`config.mk`:
```
export PLATFORM = sky130hd
export DESIGN_NAME = font_dma_sched
export DESIGN_NICKNAME = d
export VERILOG_FILES = /design/src/rtl/font_dma_sched.sv
export SDC_FILE = /design/constraint.sdc
export NUM_CORES = 1
export LEC_CHECK = 0
export CAP_MARGIN = 0
export CELL_PAD_IN_SITES_DETAIL_PLACEMENT = 1
export CELL_PAD_IN_SITES_GLOBAL_PLACEMENT = 2
export CORE_ASPECT_RATIO = 1.1
export CORE_MARGIN = 2
export CORE_UTILIZATION = 27
export CTS_CLUSTER_DIAMETER = 40
export DETAILED_ROUTE_END_ITERATION = 8
export PLACE_DENSITY_LB_ADDON = 0.1
export SLEW_MARGIN = 25
export SYNTH_ARGS = -nofsm -noshare
export SYNTH_HDL_FRONTEND = slang
export SYNTH_SLANG_ARGS = --single-unit
```
`constraint.sdc`:
```
create_clock -name clk_pix -period 9 [get_ports clk_pix]
set_input_delay 1.35 -clock clk_pix [delete_from_list [all_inputs] [get_ports clk_pix]]
set_output_delay 1.35 -clock clk_pix [all_outputs]
set_load 0.005 [all_outputs]
```
`src/rtl/font_dma_sched.sv`:
```
// Round-robin scheduler sharing one synchronous font ROM between sprite engines.
// One ROM read per cycle, granted only inside the horizontal-blanking DMA window.
module font_dma_sched #(
  parameter int SPR_CNT   = 14,
  parameter int CORDW     = 16,
  parameter int ADDRW     = 9,
  parameter int DATAW     = 8,
  parameter int WIN_START = -2*SPR_CNT,
  parameter int WIN_LEN   = 2*SPR_CNT
) (
  input  logic                       clk_pix,
  input  logic                       rst_pix_n,
  input  logic signed [CORDW-1:0]    sx,
  input  logic [SPR_CNT-1:0]         req,
  input  logic [SPR_CNT*ADDRW-1:0]   req_addr,
  output logic                       rom_en,
  output logic [ADDRW-1:0]           rom_addr,
  input  logic [DATAW-1:0]           rom_data,
  output logic [SPR_CNT-1:0]         gnt,
  output logic [SPR_CNT-1:0]         rsp_valid,
  output logic [DATAW-1:0]           rsp_data,
  output logic                       miss,
  output logic [15:0]                miss_cnt,
  output logic                       o_dbg_state,
  output logic [$clog2(SPR_CNT)-1:0] o_dbg_rr_ptr
);
  localparam int PW = $clog2(SPR_CNT);
  localparam int CW = (WIN_LEN > 1) ? $clog2(WIN_LEN) : 1;
  localparam logic [PW:0]             SPR_N    = (PW+1)'(SPR_CNT);
  localparam logic [CW-1:0]           CNT_LAST = CW'(WIN_LEN-1);
  localparam logic signed [CORDW-1:0] SX_OPEN  = CORDW'(WIN_START);

  typedef enum logic {IDLE = 1'b0, WINDOW = 1'b1} state_t;

  // Handshake: req[i] is a level held by sprite i until rsp_valid[i]; gnt/rom_en pulse
  // one cycle after the request is sampled, rsp_valid follows one cycle later with rsp_data.
  state_t             r_state, w_state_nxt;
  logic [CW-1:0]      r_cnt;
  logic [SPR_CNT-1:0] r_served;
  logic [PW-1:0]      r_rr_ptr;
  logic               r_rom_en;
  logic [ADDRW-1:0]   r_rom_addr;
  logic [SPR_CNT-1:0] r_gnt;
  logic [SPR_CNT-1:0] r_rsp_valid;
  logic               r_miss;
  logic [15:0]        r_miss_cnt;

  logic [SPR_CNT-1:0] w_elig;
  logic [SPR_CNT-1:0] w_win_oh;
  logic [PW-1:0]      w_winner;
  logic [PW:0]        w_idx;
  logic [PW:0]        w_inc;
  logic [PW-1:0]      w_rr_nxt;
  logic               w_found;
  logic               w_open;
  logic               w_last;
  logic               w_grant;
  logic               w_miss_now;

  assign w_elig = req & ~r_served;

  // Scan from the highest rotated offset down so the lowest offset from rr_ptr wins.
  always_comb begin
    w_winner = '0;
    w_found  = 1'b0;
    w_idx    = '0;
    for (int k = SPR_CNT-1; k >= 0; k--) begin
      w_idx = {1'b0, r_rr_ptr} + (PW+1)'(k);
      if (w_idx >= SPR_N) w_idx = w_idx - SPR_N;
      if (w_elig[w_idx[PW-1:0]]) begin
        w_winner = w_idx[PW-1:0];
        w_found  = 1'b1;
      end
    end
  end

  always_comb begin
    w_inc    = {1'b0, w_winner} + (PW+1)'(1);
    w_rr_nxt = (w_inc == SPR_N) ? '0 : w_inc[PW-1:0];
  end

  always_ff @(posedge clk_pix or negedge rst_pix_n) begin
    if (!rst_pix_n) r_state <= IDLE;
    else            r_state <= w_state_nxt;
  end

  always_comb begin
    w_state_nxt = r_state;
    case (r_state)
      IDLE:    if (w_open) w_state_nxt = WINDOW;
      WINDOW:  if (w_last) w_state_nxt = IDLE;
      default: w_state_nxt = IDLE;
    endcase
  end

  // Miss looks at the mask after the last-cycle grant is accounted for.
  always_comb begin
    w_open     = (r_state == IDLE) && (sx == SX_OPEN);
    w_last     = (r_state == WINDOW) && (r_cnt == CNT_LAST);
    w_grant    = (r_state == WINDOW) && w_found;
    w_win_oh   = w_grant ? (SPR_CNT'(1) << w_winner) : '0;
    w_miss_now = w_last && (|(w_elig & ~w_win_oh));
  end

  always_ff @(posedge clk_pix or negedge rst_pix_n) begin
    if (!rst_pix_n) begin
      r_cnt       <= '0;
      r_served    <= '0;
      r_rr_ptr    <= '0;
      r_rom_en    <= 1'b0;
      r_rom_addr  <= '0;
      r_gnt       <= '0;
      r_rsp_valid <= '0;
      r_miss      <= 1'b0;
      r_miss_cnt  <= '0;
    end else begin
      r_rsp_valid <= r_gnt;
      r_rom_en    <= w_grant;
      r_gnt       <= w_win_oh;
      r_miss      <= w_miss_now;
      if (w_grant) begin
        r_rom_addr <= req_addr[w_winner*ADDRW +: ADDRW];
        r_served   <= r_served | w_win_oh;
        r_rr_ptr   <= w_rr_nxt;
      end
      if (w_open) begin
        r_served <= '0;
        r_cnt    <= '0;
      end else if (r_state == WINDOW) begin
        r_cnt <= r_cnt + CW'(1);
      end
      if (w_miss_now && (r_miss_cnt != 16'hFFFF)) r_miss_cnt <= r_miss_cnt + 16'd1;
    end
  end

  assign rom_en       = r_rom_en;
  assign rom_addr     = r_rom_addr;
  assign gnt          = r_gnt;
  assign rsp_valid    = r_rsp_valid;
  assign rsp_data     = rom_data;
  assign miss         = r_miss;
  assign miss_cnt     = r_miss_cnt;
  assign o_dbg_state  = r_state;
  assign o_dbg_rr_ptr = r_rr_ptr;
endmodule

```
==> flow_metrics.tcl, run 1 <==
set metrics [dict create \
    status "completed" \
    setup_viol 0 \
    synthesis.area_um2 8735 \
    clkLatencyLatePin_ps 340 \
    grt_pass1_vias 9386 \
    grt_pass1_wl_mm 57.06 \
    via_count 8868 \
    synth_nets 1222 \
    cts_buffer_depth 2 \
    cts_tree "done" \
    pin_count 234 \
    grt_start_max_net_pins 58 \
    firstDrtPassIters 5 \
    vdd_ir_drop_max_v 0.00007197 \
    path_clk_slew_ps 70 \
    dp.cells 1631 \
    wl_mm 37.17 \
    relSlewSlack 0.3363 \
    fin_crit_ps 7352 \
    p_per_area_nw_per_um2 101.6 \
    arrival_ps 7570 \
    worstSetupPathType "flop to flop" \
    tightest_slew_ps 991.9 \
    synthDistinctLibCells 107 \
    dieWidth_um 175.5 \
    mostFrequentLayoutCells "216 x clkdlybuf4s50_1, 94 x nor2_1, 84 x mux2i_1" \
    die_y_um 192.6 \
    port_buffers 217 \
    core_um2 32120 \
    cp-end-kind "flop" \
    final_antenna_net_count 0 \
    place_hpwl_mm 30.14 \
    yosys.area.top_type "dfrtp_1" \
    drive_gt1_frac 0.1114 \
    setup_tns_ps 0 \
    antenna_found_initial 3 \
    cp_max_fo 46 \
    cp-start-kind "flop" \
    routabilityCongestion 0.8988 \
    cts_htree_levels 3 \
    clock-sinks 79 \
    area_delta_synth_final_pct 33.07 \
    hold_path.class "flop to flop" \
    synth_cells 1031 \
    grtUsageTotal 0.2199 \
    worstPathRequired_ps 9220 \
    rows 69 \
    ys.flop_type "dfrtp_1" \
    yosysWarnings 0 \
    finalNonFillerCells 1648 \
    yosysSeqAreaShare 0.2263 \
    viasPerCell 5.381 \
    drtIter0Drc 417 \
    synth_enable_flop_cells 0 \
    drc_errors 0 \
    cap_violations 0 \
    fmax_mhz 136.0 \
    cts_root_buffer "clkbuf_16" \
    numCtsBuffers 9 \
    drv_slew 0 \
    ys_ff_latch 79 \
    cts_resized 0 \
    synth_area_leaders "dfrtp_1 23%, mux2i_1 9.7%, nor2_1 4.0%" \
    layout_commonest_cell "clkdlybuf4s50_1" \
    yosysTopAreaCellShare 0.2263 \
    ys_async_sr_fraction 1.000 \
    hold_violations 0 \
    rsz0062_at_grt "false" \
    avgSynthCellArea_um2 8.472 \
    start_util 0.2720 \
    cts_setup_buffers 0 \
    dieArea_um2 33810 \
    power.leakage_nw 4.727 \
    grt_overflow_total 0 \
    fin_crit_sh 0.8169 \
    nets 1407 \
    skew_ps 11.99 \
    hold_buffers 0 \
    wire_per_inst_um 22.55 \
]
## through the flow
| step | power, mW | utilization | hold slack (ps) | instance area (um^2) | worst slack (ps) |
|---|---|---|---|---|---|
| after floorplan | 0.6311 | - | 375.7 | 8735 | 2030 |
| after global placement | 0.8057 | 0.3521 | 359.0 | 11310 | 1615 |
| after detailed placement | 0.8061 | 0.3522 | 369.7 | 11310 | 1610 |
| after CTS | 1.200 | 0.3619 | 387.1 | 11620 | 1561 |
| after global routing | 1.247 | 0.3619 | 399.2 | 11620 | 1174 |
| final | 1.182 | 0.3619 | 383.6 | 11620 | 1648 |
## path summary, 6_finish.rpt
check	start	cells past startpoint	slack (ps)	to
max	o_dbg_rr_ptr[0]	21	1650	miss_cnt[1]
min	gnt[5]	0	380	rsp_valid[5]
max reg2reg	o_dbg_rr_ptr[0]	21	1650	miss_cnt[1]
min reg2reg	gnt[5]	0	380	rsp_valid[5]
max in group asynchronous	rst_pix_n	2	7050	o_dbg_rr_ptr[0]
min in group asynchronous	rst_pix_n	1	920	miss_cnt[7]
## worst max-delay path, cell delays in order, from the launching register on
cell and delay [ps]:
dfrtp_2 350, buf_4 490, ha_1 240, buf_4 240, xor2_4 520, inv_2 190
ha_1 350, a21oi_1 260, o21a_1 370, mux2_2 390, a22oi_1 390, nor4bb_1 470
nand3_1 270, o211a_1 210, a311o_2 520, nor4_2 500, o21ai_0 160, a211o_1 350
nor4_4 270, buf_4 260, nor2_2 80, mux2_4 310
## synthesized netlist by cell type (19+ instances only)
library cell	instances
nand2b_1	29
mux2i_1	85
nor3_1	22
nor2_1	94
ha_1	24
o21ai_0	60
buf_2	19
xnor2_1	26
nand3_1	27
mux2_2	24
a21oi_1	41
dfrtp_1	79
inv_1	23
nor2b_1	20
nand2_1	75
clkbuf_1	24
## cell families after synthesis
group	synth area share
buffers and inverters	0.04870
xor gates and xnor gates	0.04025
adders and majority gates	0.03667
AOI/OAI and AO/OA	0.2276
muxes	0.1705
and+or+nand+nor	0.2500
DFF	0.2263
## per-layer routing
metal	vias up	global-route usage	share of wire
met4	4	0.06771	0.027
met2	211	0.3892	0.49
met5	-	0	0.00078
li1	4248	-	-
met1	4350	0.2698	0.43
met3	55	0.04216	0.046
## sequential cells by signal, indices dropped and copies added, names as in the netlist
name,count
rom_en,1
miss,1
o_dbg_state,1
gnt,14
r_served,14
rom_addr,9
rsp_valid,14
miss_cnt,16
o_dbg_rr_ptr,4
r_cnt,5
## power breakdown
| group | switching [mW] | internal, mW |
|---|---|---|
| clock network | 0.164 | 0.220 |
| logic | 0.233 | 0.205 |
| registers | 0.00174 | 0.357 |
| total | 0.399 | 0.782 |
## area by class of cell
type | count | area, um^2
repair buffers | 238 | 2327
clock buffers | 9 | 225.2
well taps | 426 | 533.0
clock inverters | 7 | 83.83
diodes | 1 | 2.502
multi-input cells | 863 | 6380
flip-flops and latches | 79 | 1978
fillers | 3764 | 20490
inverters | 25 | 93.84
Note: power is estimated with default switching activity, not from simulation.
==> run 2: changes to the inputs <==
--- a/config.mk
+++ b/config.mk
@@ -10,7 +10,7 @@
 export CELL_PAD_IN_SITES_GLOBAL_PLACEMENT = 2
 export CORE_ASPECT_RATIO = 1.1
 export CORE_MARGIN = 2
-export CORE_UTILIZATION = 27
+export CORE_UTILIZATION = 26
 export CTS_CLUSTER_DIAMETER = 40
 export DETAILED_ROUTE_END_ITERATION = 8
 export PLACE_DENSITY_LB_ADDON = 0.1
==> constraint.sdc (replaced) <==
create_clock -name clk_pix -period 6.35 [get_ports clk_pix]
set_input_delay 0.9525 -clock clk_pix [delete_from_list [all_inputs] [get_ports clk_pix]]
set_output_delay 0.9525 -clock clk_pix [all_outputs]
set_load 0.005 [all_outputs]
==> run 2 against run 1 <==
Core utilization increased by 0.18 points. Clock power up 48%. Final cell count up 3.3%. Power up 47%. Setup slack got worse by 1200 ps. Combinational power grew 51%. Highest routed layer is now met4. Clock skew rose by 6.3 ps. Largest cell class unchanged. Critical path type unchanged. Critical endpoint unchanged.
==> flow_metrics.tcl, run 2 (synthesized netlist as in run 1, its figures left out) <==
set metrics [dict create \
    status "completed" \
    finalNonFillerCells 1703 \
    grt_pass1_vias 9576 \
    r2r_start "o_dbg_rr_ptr[2]" \
    min_to "rsp_valid[5]" \
    post-place-ws_ps -30.56 \
    wl_mm 38.27 \
    viasPerCell 5.291 \
    hold_path.class "flop to flop" \
    setup_viol 0 \
    setup_tns_ps 0 \
    cp-end-kind "flop" \
    numCtsBuffers 9 \
    firstDrtPassIters 5 \
    fin_crit_ps 5952 \
    fin_crit_sh 0.9373 \
    routabilityCongestion 0.8927 \
    dieWidth_um 178.8 \
    p_per_area_nw_per_um2 143.9 \
    cap_violations 0 \
    antenna_found_initial 0 \
    vdd_ir_drop_max_v 0.0001422 \
    clkLatencyLatePin_ps 360 \
    fmax_mhz 168.0 \
    dp.cells 1683 \
    rsz0062_at_grt "false" \
    skew_ps 18.27 \
    cp_max_fo 16 \
    area_delta_synth_final_pct 38.22 \
    post-route-worst-setup-slack_ps 398.3 \
    die_y_um 196.2 \
    drive_gt1_frac 0.1551 \
    wire_per_inst_um 22.47 \
    drtIter0Drc 414 \
    final_antenna_net_count 0 \
    reg2reg_slack_ps 400 \
    cp-start-kind "flop" \
    final_area_um2 12070 \
    drc_errors 0 \
    fin_util 0.3637 \
    cts_htree_levels 3 \
    cts_root_buffer "clkbuf_16" \
    layout_commonest_cell "clkdlybuf4s50_1" \
    grt_pass1_wl_mm 58.60 \
    hold_violations 0 \
    min-delay-start "gnt[5]" \
    largest_reg_flops 16 \
    cts_buffer_depth 2 \
    rows 70 \
    worstSetupPathType "flop to flop" \
    grt_overflow_total 0 \
    start_util 0.2631 \
    power.leakage_nw 4.967 \
    clock-sinks 79 \
    cts_tree "done" \
    r2r_cells 20 \
    drv_slew 0 \
    arrival_ps 6190 \
    mostFrequentLayoutCells "216 x clkdlybuf4s50_1, 93 x nor2_1, 85 x mux2i_1" \
    relSlewSlack 0.4281 \
    grt_start_max_net_pins 63 \
    pin_count 234 \
    grtUsageTotal 0.2205 \
    min_path_cells 0 \
    hold_buffers 0 \
    place_hpwl_mm 31.28 \
    via_count 9010 \
    r2r-end "miss_cnt[1]" \
    nets 1456 \
    dieArea_um2 35080 \
    tightest_slew_ps 857.9 \
    port_buffers 217 \
    postPlaceCellArea_um2 11690 \
    worstPathRequired_ps 6590 \
    path_clk_slew_ps 70 \
    core_um2 33190 \
]
==> run 2: changes by cell type in the layout (fill, tap and decap cells not counted), sizes merged <==
cell and delta:
buf +49, clkinvlp +1, clkinv -1
==> run 2: worst max-delay path by stage <==
stage | end | from | cells past startpoint
finish | miss_cnt[1] | o_dbg_rr_ptr[2] | 20
global route | miss_cnt[1] | o_dbg_rr_ptr[2] | 18
CTS | miss_cnt[1] | o_dbg_rr_ptr[2] | 19
detailed placement | rom_addr[2] | o_dbg_rr_ptr[2] | 15
global placement | rom_addr[2] | o_dbg_rr_ptr[2] | 15
floorplan | miss_cnt[1] | o_dbg_rr_ptr[1] | 29
==> run 2: repair_timing <==
item                                   CTS  global route
setup buffers                            0             3
endpoints found under the hold margin    0             0
setup endpoints to repair                7            26
resized for setup                        1             9
==> run 2: final cells by class <==
class | count | area [um^2]
timing repair buffer | 287 | 2711
clock buffer | 9 | 225.2
inverter | 25 | 98.84
tap | 432 | 540.5
multi-input combinational | 863 | 6427
fill | 3838 | 21120
sequential | 79 | 1981
antenna | 1 | 2.502
clock inverter | 7 | 86.33
==> run 2: layer usage <==
| metal | track usage | vias to the layer above | wire length, um |
|---|---|---|---|
| met3 | 0.03857 | 45 | 1507 |
| met2 | 0.3832 | 204 | 18920 |
| li1 | - | 4341 | - |
| met1 | 0.2753 | 4420 | 16690 |
| met5 | 0 | - | 0 |
| met4 | 0.06865 | 0 | 1153 |
==> run 2: critical path, stage by stage, from the launching register on <==
cell     delay [ps]
dfrtp_2         520
buf_4           240
xnor2_1         260
inv_1           180
ha_1            270
a311o_1         290
o32ai_2         270
mux2i_1         170
o32a_1          400
buf_4           170
nor3_1          360
nand3_1         240
o211a_1         200
a311o_2         400
nor4_2          430
o21ai_0         160
a211o_1         350
nor4_4          350
buf_12          180
nor2_2           60
mux2_4          310
==> run 2: where the power goes <==
group | switching [mW] | total (mW) | internal (mW)
clock network | 0.253 | 0.568 | 0.315
logic | 0.344 | 0.660 | 0.316
registers | 0.00336 | 0.509 | 0.506
total | 0.601 | 1.74 | 1.14
==> run 2: metrics by stage <==
| stage | hold slack (ps) | power (mW) |
|---|---|---|
| 3_3_place_gp | 358.2 | 1.178 |
| 2_1_floorplan | 375.7 | 0.8972 |
| 5_1_grt | 388.9 | 1.829 |
| 4_1_cts | 377.1 | 1.761 |
| 6_report | 375.0 | 1.738 |
| 3_5_place_dp | 362.8 | 1.179 |
==> run 3: changes to the inputs <==
--- a/config.mk
+++ b/config.mk
@@ -5,7 +5,7 @@
 export SDC_FILE = /design/constraint.sdc
 export NUM_CORES = 1
 export LEC_CHECK = 0
-export CAP_MARGIN = 0
+export CAP_MARGIN = 5
 export CELL_PAD_IN_SITES_DETAIL_PLACEMENT = 1
 export CELL_PAD_IN_SITES_GLOBAL_PLACEMENT = 2
 export CORE_ASPECT_RATIO = 1.1
@@ -18,3 +18,4 @@
 export SYNTH_ARGS = -nofsm -noshare
 export SYNTH_HDL_FRONTEND = slang
 export SYNTH_SLANG_ARGS = --single-unit
+export TNS_END_PERCENT = 20
==> results of run 3 <==
The final DEF is identical to that of run 2; final timing and power are the same.
